==> config.mk <==
export PLATFORM = sky130hd
export DESIGN_NAME = msdf_otf_converter
export DESIGN_NICKNAME = d
export VERILOG_FILES = /design/src/rtl/msdf_otf_converter_pkg.sv /design/src/rtl/msdf_otf_qreg.sv /design/src/rtl/msdf_otf_converter.sv
export SDC_FILE = /design/constraint.sdc
export NUM_CORES = 1
export LEC_CHECK = 0
export CAP_MARGIN = 5
export CORE_MARGIN = 1
export CORE_UTILIZATION = 50
export DETAILED_ROUTE_END_ITERATION = 7
export PLACE_DENSITY = 0.84
export REMOVE_ABC_BUFFERS = 1
export SLEW_MARGIN = 5
export SYNTH_ARGS = -nofsm -noshare
export SYNTH_HDL_FRONTEND = slang
export SYNTH_SLANG_ARGS = --single-unit
==> constraint.sdc <==
create_clock -name clk -period 2.65 [get_ports clk]
set_input_delay 0.3975 -clock clk [delete_from_list [all_inputs] [get_ports clk]]
set_output_delay 0.3975 -clock clk [all_outputs]
set_load 0.01 [all_outputs]
==> src/rtl/msdf_otf_converter_pkg.sv <==
// Shared MSDF definitions: converter state encoding and the borrow-save
// signed-digit encoding used on the multiplier's z_j stream.
package msdf_otf_converter_pkg;

  typedef enum logic [1:0] {
    ST_IDLE = 2'd0,
    ST_RUN  = 2'd1,
    ST_DONE = 2'd2
  } state_t;

  localparam logic [1:0] SD_POS = 2'b10;
  localparam logic [1:0] SD_NEG = 2'b01;

  // Digit value p - n; both zero encodings (00, 11) map to 0.
  function automatic logic signed [1:0] sd_value(input logic p, input logic n);
    return $signed({1'b0, p}) - $signed({1'b0, n});
  endfunction

endpackage

==> src/rtl/msdf_otf_qreg.sv <==
// On-the-fly conversion step: next Q/QM pair for one radix-2 signed digit.
// QM tracks Q-1 so a negative digit never needs a borrow chain.
module msdf_otf_qreg
  import msdf_otf_converter_pkg::*;
#(
  parameter int W = 10
) (
  input  logic [W-1:0] q,
  input  logic [W-1:0] qm,
  input  logic         zj_p,
  input  logic         zj_n,
  output logic [W-1:0] q_nxt,
  output logic [W-1:0] qm_nxt
);

  logic signed [1:0] dval;

  always_comb begin
    dval   = sd_value(zj_p, zj_n);
    q_nxt  = {q[W-2:0], 1'b0};
    qm_nxt = {qm[W-2:0], 1'b1};
    case (dval)
      2'sb01: begin
        q_nxt  = {q[W-2:0], 1'b1};
        qm_nxt = {q[W-2:0], 1'b0};
      end
      2'sb11: begin
        q_nxt  = {qm[W-2:0], 1'b1};
        qm_nxt = {qm[W-2:0], 1'b0};
      end
      default: ;
    endcase
  end

endmodule

==> src/rtl/msdf_otf_converter.sv <==
// MSDF digit stream to two's-complement word converter with a
// valid/ready result port; result is the fraction scaled by 2^N.
module msdf_otf_converter
  import msdf_otf_converter_pkg::*;
#(
  parameter int N     = 9,
  parameter int CNT_W = $clog2(N + 1)
) (
  input  logic             clk,
  input  logic             rst,
  input  logic             start,
  input  logic             zj_valid,
  input  logic             zj_p,
  input  logic             zj_n,
  input  logic             res_ready,
  output logic             res_valid,
  output logic [N:0]       result,
  output logic             busy,
  output logic [CNT_W-1:0] digit_cnt,
  output logic             err_extra
);

  state_t     state, state_nxt;
  logic [N:0] q, qm, q_nxt, qm_nxt;
  logic       digit_acc;
  logic       last_digit;

  assign digit_acc  = zj_valid && (state == ST_RUN) && !start;
  assign last_digit = (digit_cnt == CNT_W'(N - 1));

  msdf_otf_qreg #(.W(N + 1)) u_qreg (
    .q      (q),
    .qm     (qm),
    .zj_p   (zj_p),
    .zj_n   (zj_n),
    .q_nxt  (q_nxt),
    .qm_nxt (qm_nxt)
  );

  always_ff @(posedge clk or negedge rst) begin
    if (!rst) state <= ST_IDLE;
    else      state <= state_nxt;
  end

  always_comb begin
    state_nxt = state;
    if (start) begin
      state_nxt = ST_RUN;
    end else begin
      case (state)
        ST_RUN:  if (digit_acc && last_digit) state_nxt = ST_DONE;
        ST_DONE: if (res_ready) state_nxt = ST_IDLE;
        default: ;
      endcase
    end
  end

  always_comb begin
    busy = (state == ST_RUN);
  end

  // Start clears everything, including a pending result and the error flag.
  always_ff @(posedge clk or negedge rst) begin
    if (!rst) begin
      q         <= '0;
      qm        <= '1;
      digit_cnt <= '0;
      result    <= '0;
      res_valid <= 1'b0;
      err_extra <= 1'b0;
    end else if (start) begin
      q         <= '0;
      qm        <= '1;
      digit_cnt <= '0;
      res_valid <= 1'b0;
      err_extra <= 1'b0;
    end else if (digit_acc) begin
      q         <= q_nxt;
      qm        <= qm_nxt;
      digit_cnt <= digit_cnt + CNT_W'(1);
      if (last_digit) begin
        result    <= q_nxt;
        res_valid <= 1'b1;
      end
    end else if (state == ST_DONE) begin
      if (zj_valid)  err_extra <= 1'b1;
      if (res_ready) res_valid <= 1'b0;
    end
  end

endmodule

==> key figures, run 1 <==
Worst setup path
  – Endpoint type of the worst setup path: flop
  – Crit Path Category: input pin to flop
  – CP max stage cell: sky130_fd_sc_hd__clkdlybuf4s50_1
  – Worst stage delay on the critical path: 0.48 ns
  – Worst Reg-to-Reg Cells: 3
  – Worst Path Required: 2.90 ns
  – Worst reg2reg path endpoint: qm[1]
  – Source of the worst register-to-register timing path: state[1]
  – Largest fanout on the critical path: 9
  – Arrival time of data at the critical path endpoint: 2.16 ns
  – Critical Path Start Type: input pin
  – Worst-path cell chain: clkdlybuf4s50_1 > inv_1 > ha_1 > or2_1 > a22o_1 > mux2_2
  – Reg-to-reg setup timing slack: 1.08 ns

Route
  – Vias post-DR: 1,309
  – Remaining DRCs: 0
  – WL final: 3510 um
  – Vias per std cell: 5.67
  – Mean routed wirelength per cell: 15.2 um
  – Final ANT Viol Nets: 0
  – Drt pass-1 iters: 4
  – Starting DRC count in detailed routing: 40

STA
  – Clock Skew: 0.00705 ns
  – Total Neg Setup Slack: 0 ns
  – Total setup violations reported at the end of the flow: 0
  – Worst rel slew slack: 63.4%
  – Final period utilization: 72.3%
  – Timing-limited maximum frequency: 522 MHz
  – Worst hold slack across all endpoints: 0.437 ns
  – Shortest clock period the worst path allows after layout: 1.92 ns
  – Transition time of the tightest slew-check pin: 0.546 ns
  – Slew Viols, Final: 0
  – Unrepaired setup endpoints after global routing: no
  – Final Hold Fails: 0

Floorplanning
  – Initial Util: 54.6%
  – I/O pin cnt: 24
  – Die outline area: 3680 sq um
  – Horizontal extent of the die: 60.7 um
  – Overall die height: 60.7 um
  – Core Box Area: 3150 sq um
  – Core Rows: 20

Synth
  – Netlist area before placement: 1720 sq um
  – Number of synthesized register bits: 36
  – Number of standard cells after synthesis: 161
  – Part of the Yosys area used for sequential elements: 52.9%
  – Unique cell type count in the Yosys netlist: 32
  – Per-instance average area after synthesis: 10.7 sq um
  – Yosys warning count: 0

Clocking
  – Clock root buffer: sky130_fd_sc_hd__clkbuf_4
  – CTS sink cnt: 36
  – Worst skew pair latency: 0.36 ns
  – CTS resizes: 0
  – Total number of H-tree levels: 2
  – Number of buffers inserted to repair setup after CTS: 0
  – Total clock buffers created by CTS: 5
  – Hold-fix buffers at CTS: 0
  – Clock tree from TritonCTS: built
  – Clock-pin slew reported for the worst setup and hold paths after clock tree synthesis: 0.11 ns
  – Deepest clock path buffer count: 2

Outcome
  – Result of the run: finished, final reports clean

Placement
  – Number of buffers added on ports: 23
  – Routability-driven placement congestion ratio: 0.803
  – Hpwl dp: 2270 um

Cells and area
  – Number of nets in the layout: 197
  – Number of inserted diodes: 0
  – Share of layout cells above drive strength 1: 18.2%
  – Area growth from synthesis to layout: 20.1%
  – Final cell utilization of the core: 65.6%

Flow run
  – Max-capacitance violation count: 0

GRT
  – Number of antenna violations at the first check in global routing: 0
  – Number of global-route vias before repair: 1,312
  – GRT met2 Usage: 36.3%
  – Largest net degree at the start of global routing: 37
  – First-pass GRT wire length: 5740 um
  – GRT met1 Usage: 26.9%
  – Final global-route overflow total: 0
  – Met3 Resource Use GR: 7.89%
  – Overall global routing resource usage: 22.3%
  – Busiest layer in global routing: met2

Power and ir drop
  – Worst ir drop on vdd: 0.390 mV
  – Overall power consumption: 1090 uW
  – Ratio of total power to cell area: 529 nW/um^2
  – Lkg Pwr: 0.000931 uW

Min path
  – HP Class: input pin to asynchronous set/reset pin
==> area by class of cell <==
| type | count | area (sq um) |
|---|---|---|
| repair buffers | 29 | 275 |
| multi-input cells | 99 | 702 |
| inverters | 15 | 56.3 |
| clock buffers | 8 | 68.8 |
| flip-flops and latches | 36 | 912 |
| fillers | 270 | 1080 |
| well taps | 44 | 55.1 |
==> power by group <==
part           internal (uW)  switching, uW  leakage [uW]
combinational           64.1           81.3      0.000439
clock                    156            190     0.0000386
sequential               582           21.4      0.000454
total                    802            292      0.000931
==> state kept, by name (all words and copies together) (netlist names) <==
name,cells
digit_cnt,4
state,2
q,9
res_valid,1
result,10
err_extra,1
qm,9
==> cells in the final DEF (no fill, tap or decap), drive strengths merged, types with 2 or more instances in the layout <==
cell and instances:
a21o 2, o21a 8, buf 6, o21ai 2, nand2b 3, a22oi 8, dfrtp 27, nor3 8
inv 15, clkdlybuf4s50 23, ha 4, nand2 4, mux2 9, a21oi 22, nand3b 2, nor2 5
dfstp 9, clkbuf 8, or2 2, nor2b 2, a22o 9
==> worst max-delay path by stage <==
stage	from	slack, ns	depth (start not counted)	end
final	zj_p	0.73	6	result[2]
after global routing	zj_p	0.67	6	result[1]
after CTS	zj_p	0.73	6	result[2]
after detailed placement	zj_p	0.36	6	result[1]
after global placement	zj_p	0.40	6	result[2]
after floorplan	zj_p	1.02	5	result[1]
==> cells by family after synthesis <==
logic type / after synthesis / synth area share [%]
AOI/OAI and AO/OA: 53 / 20.3
DFF: 36 / 52.9
and+or+nand+nor: 31 / 10.6
buffers and inverters: 26 / 6.32
muxes: 10 / 6.46
adders and majority gates: 4 / 2.90
xor gates and xnor gates: 1 / 0.508
==> Yosys cell counts (all sizes together) <==
master	n	area, sq um
mux2i	1	10.0
nor2b	2	12.5
nand4b	1	8.76
ha	4	50.1
buf	8	41.3
or3	1	6.26
a31oi	1	6.26
a31o	1	8.76
nand2	4	15.0
or2	2	12.5
a22oi	8	60.1
nand4	1	21.3
o21ai	2	10.0
nand2b	3	18.8
a21o	2	15.0
xnor2	1	8.76
a22o	9	78.8
nor3	8	40.0
mux2	9	101
nand3	1	5.00
dfrtp	27	676
a21oi	22	110
o21a	8	60.1
nand3b	2	15.0
dfstp	9	236
clkbuf	3	11.3
and3b	1	8.76
nor2	5	18.8
inv	15	56.3
==> per-layer routing <==
layer  vias up  wire, um
met5         -         0
met3         6       191
met2        41      1740
met4         0        44
met1       644      1530
li1        618         -
==> per-stage QoR <==
stage          cell area (sq um)  cells  setup slack, ns
5_1_grt                     2070    231            0.669
3_3_place_gp                2000    223            0.396
6_report                    2070    231            0.735
2_1_floorplan               1670    150             1.02
4_1_cts                     2070    231            0.734
3_5_place_dp                2000    223            0.364
==> critical path, delay by kind of cell <==
kind / cells / cell delay [ns]
buffers and inverters: 2 / 0.53
adders and majority gates: 1 / 0.34
AOI/OAI and AO/OA: 1 / 0.26
and+or+nand+nor: 1 / 0.37
muxes: 1 / 0.26
Note: power is estimated with default switching activity, not from simulation.
==> run 2, diff against run 1 <==
==> constraint.sdc (replaced) <==
create_clock -name clk -period 1.8 [get_ports clk]
set_input_delay 0.27 -clock clk [delete_from_list [all_inputs] [get_ports clk]]
set_output_delay 0.27 -clock clk [all_outputs]
set_load 0.01 [all_outputs]
==> run 2 against run 1 <==
- register-to-register slack worse by 0.78 ns
- critical path type is now flop to output pin
- die area unchanged
- combinational power up 50%
- worst hold slack worse by 0.11 ns
- largest cell class unchanged
- final area up 2.2%
- via count down 0.76%
- critical path depth down 3
- power up 59%
==> key figures, run 2 (same netlist as run 1, synthesis figures left out) <==
Route
  – Drt pass-1 iters: 4 (unchanged)
  – Remaining DRCs: 0 (unchanged)
  – Vias per std cell: 5.58 (-1.6%)
  – Starting DRC count in detailed routing: 33 (-18%)
  – Mean routed wirelength per cell: 14.8 um (-2.8%)
  – WL final: 3440 um (-1.9%)
  – Vias post-DR: 1,299 (-0.76%)
  – Final ANT Viol Nets: 0 (unchanged)

Worst setup path
  – Endpoint type of the worst setup path: output pin
  – Worst stage delay on the critical path: 0.54 ns (+0.06 ns)
  – Worst-path cell chain: inv_1 > nor2_1 > clkdlybuf4s50_1
  – CP max stage cell: sky130_fd_sc_hd__clkdlybuf4s50_1
  – Largest fanout on the critical path: 3 (-6)
  – Arrival time of data at the critical path endpoint: 1.45 ns (-0.71 ns)
  – Crit Path Category: flop to output pin
  – Worst Path Required: 1.53 ns (-1.37 ns)
  – Cell type group with the largest total delay on the critical path: buffers and inverters
  – Count of buffer and inverter cells on the critical path: 2 (unchanged)
  – Critical Path Start Type: flop

Cells and area
  – Layout Cell Area excl Fill: 2120 sq um (+2.2%)
  – Area growth from synthesis to layout: 22.8%
  – Number of inserted diodes: 0 (unchanged)
  – Largest registers: result: 10 flops, q: 9 flops, qm: 9 flops
  – Share of layout cells above drive strength 1: 20.6% (+2.5 points)
  – Post-route insts no fill: 233 (+0.87%)
  – Commonest non-fill, non-tap cells in the layout: sky130_fd_sc_hd__dfrtp_1, sky130_fd_sc_hd__clkdlybuf4s50_1, sky130_fd_sc_hd__a21oi_1
  – Largest reg by FF count: result
  – Number of nets in the layout: 199 (+1.0%)
  – Most common cell after layout, fill and taps aside: sky130_fd_sc_hd__dfrtp_1
  – Flip-flop count of the largest register after layout: 10 (unchanged)

Clocking
  – Deepest clock path buffer count: 2 (unchanged)
  – CTS sink cnt: 36 (unchanged)
  – Clock root buffer: sky130_fd_sc_hd__clkbuf_4
  – Clock tree from TritonCTS: built
  – Worst skew pair latency: 0.35 ns (about the same)
  – Clock-pin slew reported for the worst setup and hold paths after clock tree synthesis: 0.10 ns (about the same)
  – Total clock buffers created by CTS: 5 (unchanged)
  – Total number of H-tree levels: 2 (unchanged)
  – Hold-fix buffers at CTS: 0 (unchanged)

Power and ir drop
  – Overall power consumption: 1740 uW (+59%)
  – Worst ir drop on vdd: 0.546 mV (+40%)
  – Ratio of total power to cell area: 823 nW/um^2 (+56%)
  – Lkg Pwr: 0.000954 uW (+2.5%)

GRT
  – Final global-route overflow total: 0 (unchanged)
  – Overall global routing resource usage: 21.8% (-0.44 points)
  – First-pass GRT wire length: 5700 um (-0.71%)
  – Number of global-route vias before repair: 1,228 (-6.4%)
  – Number of antenna violations at the first check in global routing: 0 (unchanged)
  – Largest net degree at the start of global routing: 37 (unchanged)

STA
  – Total setup violations reported at the end of the flow: 0 (unchanged)
  – Timing-limited maximum frequency: 582 MHz
  – Total Neg Setup Slack: 0 ns (unchanged)
  – Slew Viols, Final: 0 (unchanged)
  – Clock Skew: 0.00357 ns (-0.00348 ns)
  – Worst hold slack across all endpoints: 0.324 ns (-0.113 ns)
  – Final Hold Fails: 0 (unchanged)
  – Unrepaired setup endpoints after global routing: no
  – Transition time of the tightest slew-check pin: 0.549 ns (+0.00258 ns)
  – Shortest clock period the worst path allows after layout: 1.72 ns
  – Worst rel slew slack: 63.3% (-0.17 points)
  – Final period utilization: 95.4%

Flow run
  – Max-capacitance violation count: 0 (unchanged)

Floorplanning
  – Horizontal extent of the die: 60.7 um (unchanged)
  – Core Rows: 20 (unchanged)
  – Overall die height: 60.7 um (unchanged)
  – Initial Util: 54.6% (unchanged)
  – Die outline area: 3680 sq um (unchanged)
  – Core Box Area: 3150 sq um (unchanged)
  – I/O pin cnt: 24 (unchanged)

Placement
  – Routability-driven placement congestion ratio: 0.778 (-3.1%)
  – Number of buffers added on ports: 23 (unchanged)
  – Hpwl dp: 2280 um (+0.69%)
  – DP Cell Count: 224 (+0.45%)
  – Dpl cell area: 2010 sq um (+0.38%)

Min path
  – HP Class: input pin to asynchronous set/reset pin

Outcome
  – Result of the run: finished, final reports clean
[run 2: layer usage]
metal / vias up / routed length [um] / track usage [%]
li1: 620 / - / -
met1: 642 / 1510 / 27.9
met2: 30 / 1710 / 34.5
met3: 7 / 145 / 6.40
met4: 0 / 70 / 9.74
met5: - / 0 / 0
[run 2: path summary, 6_finish.rpt]
path | startpoint | end | slack, ns | cells past startpoint
worst min register to register | result[9] | result[9] | 0.51 | 1
min in group clk | result[9] | result[9] | 0.51 | 1
max in group asynchronous | rst | qm[0] | 1.13 | 2
worst max-delay path | state[0] | busy | 0.08 | 3
worst min-delay path | rst | result[6] | 0.32 | 2
worst max register to register | state[0] | state[0] | 0.30 | 5
[run 2: where the power goes]
| part | switching, uW | leakage, uW | internal, uW |
|---|---|---|---|
| clock network | 266 | 0.0000515 | 369 |
| logic | 119 | 0.000449 | 97.9 |
| registers | 31.7 | 0.000454 | 857 |
[run 2: stage by stage]
| step | util, % | setup WS (ns) |
|---|---|---|
| after detailed placement | 63.7 | -0.380 |
| after global routing | 67.1 | 0.00615 |
| final | 67.1 | 0.0824 |
| after CTS | 66.8 | 0.0231 |
| after floorplan | - | 0.238 |
| after global placement | 63.7 | -0.373 |
[run 2: repair_timing]
item | CTS | global route
endpoints found under the setup margin | 2 | 10
gates cloned | 0 | 0
resized for setup | 1 | 1
buffers inserted | 0 | 1
[run 2: final cells by class]
class	instances	area, sq um
repair buffers	31	290
clock buffers	7	65.1
inverters	15	56.3
fillers	256	1040
flip-flops and latches	36	912
clock inverters	1	30.0
multi-input cells	99	707
well taps	44	55.1
[run 2: worst register-to-register path: cells and delay by family, from the launching register on]
family                 cells  cell delay (ns)
buffers and inverters      2             0.39
DFF                        1             0.40
and+or+nand+nor            2             0.42
AOI/OAI and AO/OA          1             0.21
